## config.mk

```make
export PLATFORM = sky130hd
export DESIGN_NAME = mem_port_arbiter
export DESIGN_NICKNAME = d
export VERILOG_FILES = /design/src/rtl/riscv_bus_pkg.sv /design/src/rtl/mem_port_arbiter.sv
export SDC_FILE = /design/constraint.sdc
export NUM_CORES = 1
export LEC_CHECK = 0
export ABC_AREA = 1
export BUFFER_PORTS_ARGS = -buffer_cell sky130_fd_sc_hd__clkbuf_2
export CELL_PAD_IN_SITES_DETAIL_PLACEMENT = 0
export CELL_PAD_IN_SITES_GLOBAL_PLACEMENT = 1
export CORE_MARGIN = 2
export CORE_UTILIZATION = 35
export CTS_BUF_LIST = sky130_fd_sc_hd__clkbuf_8 sky130_fd_sc_hd__clkbuf_16
export CTS_CLUSTER_SIZE = 8
export DETAILED_ROUTE_END_ITERATION = 6
export PLACE_DENSITY_LB_ADDON = 0.3
export REMOVE_ABC_BUFFERS = 1
export SYNTH_ARGS = -nofsm -noshare
export SYNTH_HDL_FRONTEND = slang
export SYNTH_SLANG_ARGS = --single-unit
```

## constraint.sdc

```tcl
create_clock -name clk -period 4.7 [get_ports clk]
set_input_delay 0.235 -clock clk [delete_from_list [all_inputs] [get_ports clk]]
set_output_delay 0.235 -clock clk [all_outputs]
set_load 0.01 [all_outputs]
```

## src/rtl/riscv_bus_pkg.sv

```systemverilog
// Shared encodings for the core's memory bus arbiter.
package riscv_bus_pkg;

  typedef enum logic [1:0] {
    IDLE = 2'd0,
    ADDR = 2'd1,
    RESP = 2'd2
  } bus_state_e;

  typedef enum logic {
    OWN_MA = 1'b0,
    OWN_IF = 1'b1
  } bus_own_e;

  localparam logic [31:0] BUS_ERR_DATA = 32'hDEAD_BEEF;

endpackage

```

## src/rtl/mem_port_arbiter.sv

```systemverilog
// Arbitrates fetch and load/store ports onto one single-beat bus, drives the
// pipeline stall and a sticky bus-timeout flag.
module mem_port_arbiter
  import riscv_bus_pkg::*;
#(
  parameter int unsigned TIMEOUT = 255,
  parameter int unsigned CNT_W   = 8
) (
  input  logic        clk,
  input  logic        rst,
  input  logic        if_req_i,
  input  logic [31:0] if_addr_i,
  output logic [31:0] if_rdata_o,
  input  logic        ma_req_i,
  input  logic        ma_we_i,
  input  logic [31:0] ma_addr_i,
  input  logic [31:0] ma_wdata_i,
  input  logic [3:0]  ma_wstrb_i,
  output logic [31:0] ma_rdata_o,
  output logic        m_req_o,
  output logic        m_we_o,
  output logic [31:0] m_addr_o,
  output logic [31:0] m_wdata_o,
  output logic [3:0]  m_wstrb_o,
  input  logic        m_gnt_i,
  input  logic        m_rvalid_i,
  input  logic [31:0] m_rdata_i,
  output logic        m_axi_stall_o,
  output logic        bus_err_o
);

  bus_state_e       r_state;
  bus_own_e         r_own;
  logic             r_ma_srv;
  logic             r_if_srv;
  logic [CNT_W-1:0] r_cnt;
  logic             r_m_req;
  logic             r_m_we;
  logic [31:0]      r_m_addr;
  logic [31:0]      r_m_wdata;
  logic [3:0]       r_m_wstrb;
  logic [31:0]      r_if_rdata;
  logic [31:0]      r_ma_rdata;
  logic             r_bus_err;

  logic             w_ma_pend;
  logic             w_if_pend;
  logic             w_stall;
  logic [CNT_W-1:0] w_cnt_nxt;
  logic             w_done;
  logic             w_abort;
  logic             w_fin;
  logic             w_capture;
  logic [31:0]      w_cap_data;

  assign w_ma_pend = ma_req_i & ~r_ma_srv;
  assign w_if_pend = if_req_i & ~r_if_srv;
  assign w_stall   = w_ma_pend | w_if_pend;
  assign w_cnt_nxt = r_cnt + CNT_W'(1);

  assign w_done = ((r_state == ADDR) & m_gnt_i & m_rvalid_i) |
                  ((r_state == RESP) & m_rvalid_i);
  // A real response in the timeout cycle wins over the abort.
  assign w_abort = ((r_state == ADDR) | (r_state == RESP)) & ~w_done &
                   (w_cnt_nxt == CNT_W'(TIMEOUT));
  assign w_fin      = w_done | w_abort;
  assign w_capture  = w_abort | (w_done & ~r_m_we);
  assign w_cap_data = w_abort ? BUS_ERR_DATA : m_rdata_i;

  always_ff @(posedge clk or posedge rst) begin
    if (rst) begin
      r_state    <= IDLE;
      r_own      <= OWN_MA;
      r_ma_srv   <= 1'b0;
      r_if_srv   <= 1'b0;
      r_cnt      <= '0;
      r_m_req    <= 1'b0;
      r_m_we     <= 1'b0;
      r_m_addr   <= '0;
      r_m_wdata  <= '0;
      r_m_wstrb  <= '0;
      r_if_rdata <= '0;
      r_ma_rdata <= '0;
      r_bus_err  <= 1'b0;
    end else begin
      unique case (r_state)
        IDLE: begin
          if (w_ma_pend) begin
            r_state   <= ADDR;
            r_own     <= OWN_MA;
            r_cnt     <= '0;
            r_m_req   <= 1'b1;
            r_m_we    <= ma_we_i;
            r_m_addr  <= ma_addr_i;
            r_m_wdata <= ma_wdata_i;
            r_m_wstrb <= ma_wstrb_i;
          end else if (w_if_pend) begin
            r_state   <= ADDR;
            r_own     <= OWN_IF;
            r_cnt     <= '0;
            r_m_req   <= 1'b1;
            r_m_we    <= 1'b0;
            r_m_addr  <= if_addr_i;
            r_m_wdata <= '0;
            r_m_wstrb <= '0;
          end
        end
        ADDR: begin
          r_cnt <= w_cnt_nxt;
          if (w_fin) begin
            r_state <= IDLE;
            r_m_req <= 1'b0;
          end else if (m_gnt_i) begin
            r_state <= RESP;
            r_m_req <= 1'b0;
          end
        end
        RESP: begin
          r_cnt <= w_cnt_nxt;
          if (w_fin) r_state <= IDLE;
        end
        default: begin
          r_state <= IDLE;
          r_m_req <= 1'b0;
        end
      endcase

      if (w_fin && w_capture) begin
        if (r_own == OWN_MA) r_ma_rdata <= w_cap_data;
        else                 r_if_rdata <= w_cap_data;
      end

      // Flags clear when the pipeline advances; a dropped request must not
      // leave a stale served flag behind.
      if (!w_stall) begin
        r_ma_srv <= 1'b0;
        r_if_srv <= 1'b0;
      end else if (w_fin) begin
        if (r_own == OWN_MA) r_ma_srv <= 1'b1;
        else                 r_if_srv <= 1'b1;
      end

      if (w_abort) r_bus_err <= 1'b1;
    end
  end

  assign m_axi_stall_o = w_stall;
  assign m_req_o       = r_m_req;
  assign m_we_o        = r_m_we;
  assign m_addr_o      = r_m_addr;
  assign m_wdata_o     = r_m_wdata;
  assign m_wstrb_o     = r_m_wstrb;
  assign if_rdata_o    = r_if_rdata;
  assign ma_rdata_o    = r_ma_rdata;
  assign bus_err_o     = r_bus_err;

endmodule

```

==> out/metrics.cfg <==
[drt]
postRouteAntennaNets = 0
dr.pass1.iters = 4
wl_per_cell_um = 15.0
drc = 0
vias = 5697
vias_per_cell = 4.64
drt_wl_total_um = 18500
drtIter0Drc = 242

[critical_path]
crit_arrival_ns = 2.82
cp.required_ns = 4.98
reg2reg_to = if_rdata_o[1]$_DFFE_PP0P_
reg2regPathDepth = 12
endpoint = if_rdata_o[1]$_DFFE_PP0P_
crit_start = r_cnt[1]$_DFFE_PP0P_
start_kind = flip-flop
crit_path_max_fanout = 56
rr_startpoint = r_cnt[1]$_DFFE_PP0P_
worstSetupPathType = flip-flop to flip-flop
endpoint_kind = flip-flop
reg2reg_setup_slack_ns = 2.16

[timing]
whs_ns = 0.0442
period_minus_slack_ns = 2.54
finalSetupTns_ns = 0
finalCritPeriodShare_pct = 54.0
slew_headroom_pct = 34.1
fmax_mhz = 394
timing.final.ws_setup_ns = 2.16
skew_ns = 0.00682
drv_slew = 0
hold_viol = 0
setup_violations = 0
worstMarginPinSlew_ns = 0.988
rsz0062_at_grt = no

[clocking]
post-cts-setup-buffer-count = 0
clockRootBuffer = clkbuf_16
cts_tree = done
cts_resized = 0
cts.sinks = 148
cts_buffer_depth = 2
cts_buffers = 17
insertion_delay_ns = 0.41
h-tree-depth = 4
holdBufCountCts = 0
clk_pin_slew_worst_paths_ns = 0.07

[layout]
drive_above_1_share_pct = 35.7
final_util_pct = 47.4
final_cells = 1228
final_nets = 1130
syn2layout_area_growth_pct = 31.9
n_antenna_cell = 0

[floorplan]
fp-row-count = 49
start_util_pct = 35.9
die_area_sq_mm = 0.0197
core_region_area_sq_mm = 0.0181
die_x_um = 140
io_pins = 275
die_h_um = 140

[placed_design]
dp_cells = 1196
io_buffers = 274
pre_cts_slack_ns = 2.16
gp_congestion = 0.792
hpwl_um = 12800

[synthesis]
ys_seq_area_share_pct = 56.8
synthesis.area_sq_mm = 0.00652
synth-seq-cells = 148
ys_top_cells_by_area = dfrtp_1 57%, nand2_1 11%, nand3_1 4.8%, nor2_1 4.1%, inv_1 4.0%
synth_top_area_share_pct = 56.8
netlist_instances = 730
ys_warn_count = 0
synth_cell_types = 25
syn_avg_cell_area_sq_um = 8.93
yosys.area.top_type = dfrtp_1

[worst_hold_path]
min_from = ma_wdata_i[16]
hold_class = primary input to flip-flop

[job]
maxCapViolCount = 0

[run_status]
status = completed

[grt]
antenna_found_initial = 0
grt_pass1_vias = 5657
grt_first_pass_wirelength_um = 29700
overflow = 0
grt_max_degree = 107
grtUsageTotal_pct = 19.1

[power_and_ir_drop]
peakVddDrop_uv = 252
power_density_mw_per_mm2 = 659
p_leak_nw = 4.64

## report_power, final
| group | switching, mW | total [mW] | internal (mW) |
|---|---|---|---|
| Sequential | 0.332 | 2.16 | 1.83 |
| Combinational | 1.26 | 2.04 | 0.776 |
| Clock | 0.557 | 1.47 | 0.911 |
## layout make-up
cell class,instances,area (sq um)
clock inverter,14,200
tap,229,287
clock buffer,18,439
timing repair buffer,279,1410
multi-input combinational,470,2290
inverter,70,268
sequential,148,3700
fill,1837,9550
## Yosys cell counts
| master | number |
|---|---|
| nor2_4 | 3 |
| nand2_2 | 5 |
| a31oi_1 | 32 |
| nor2_1 | 72 |
| inv_2 | 1 |
| o21ai_4 | 1 |
| o22ai_1 | 2 |
| o21ai_0 | 49 |
| nand3_1 | 62 |
| nor2_2 | 2 |
| buf_6 | 11 |
| nand2_4 | 2 |
| dfrtp_1 | 148 |
| o21ai_1 | 14 |
| or2_2 | 1 |
| inv_1 | 69 |
| buf_2 | 9 |
| nand3_4 | 1 |
| clkbuf_1 | 20 |
| nand2_1 | 183 |
| a21oi_1 | 3 |
| buf_4 | 2 |
| nand4_1 | 4 |
| ha_1 | 5 |
| o21ai_2 | 29 |
## per-layer routing
| metal | vias to the layer above | routed length (um) | track usage, % |
|---|---|---|---|
| met2 | 209 | 8790 | 31.4 |
| met1 | 2605 | 7920 | 24.0 |
| li1 | 2872 | - | - |
| met3 | 11 | 1560 | 6.91 |
| met5 | - | 0 | 0 |
| met4 | 0 | 189 | 5.21 |
## registers in the layout, summed over array words and instances, names as in the netlist, 2 cells and up
| signal | cells |
|---|---|
| if_rdata_o | 32 |
| m_addr_o | 32 |
| m_wdata_o | 32 |
| ma_rdata_o | 32 |
| r_cnt | 8 |
| m_wstrb_o | 4 |
| r_state | 2 |
## metrics by stage
stage          instance area (sq um)  total power [mW]
3_5_place_dp                    7960              4.26
2_1_floorplan                   6260              3.30
5_1_grt                         8600              6.09
3_3_place_gp                    7960              4.23
4_1_cts                         8600              5.75
6_report                        8600              5.67
## logic make-up (layout without fill, tap and decap cells)
kind of cell	Yosys count	count (layout)	share of synthesized area, %
and+or+nand+nor	335	335	21.7
adders and majority gates	5	5	0.960
DFF	148	148	56.8
AOI/OAI and AO/OA	130	130	12.5
buffers and inverters	112	381	8.01
## placed cells by master (no fill, tap or decap), types with 14 or more instances in the layout
cell type | netlist | layout
a31oi_1 | 32 | 32
clkbuf_16 | 0 | 17
clkbuf_2 | 0 | 274
dfrtp_1 | 148 | 148
inv_1 | 69 | 68
nand2_1 | 183 | 183
nand3_1 | 62 | 62
nor2_1 | 72 | 72
o21ai_0 | 49 | 49
o21ai_1 | 14 | 14
o21ai_2 | 29 | 29
## how the worst min path moves through the flow
stage | end | slack [ns] | depth (start not counted)
3_5_place_dp | bus_err_o$_DFFE_PP0P_ | 0.46 | 1
4_1_cts | m_wdata_o[16]$_DFFE_PP0P_ | 0.02 | 3
2_1_floorplan | m_we_o$_DFFE_PP0P_ | 0.38 | 2
3_3_place_gp | bus_err_o$_DFFE_PP0P_ | 0.46 | 1
6_report | m_wdata_o[16]$_DFFE_PP0P_ | 0.04 | 3
5_1_grt | m_wdata_o[24]$_DFFE_PP0P_ | 0.03 | 3
## critical path, stage by stage (launching register included)
cell and delay [ns]:
dfrtp_1 0.42, ha_1 0.23, nand2_2 0.07, nor2_2 0.11
nand2_1 0.06, nand2_1 0.08, nand2_1 0.09, nor2_4 0.13
nand3_4 0.10, o21ai_4 0.24, nand2_4 0.53, nand2_1 0.25
o21ai_2 0.07
(Power assumes the default switching activity.)
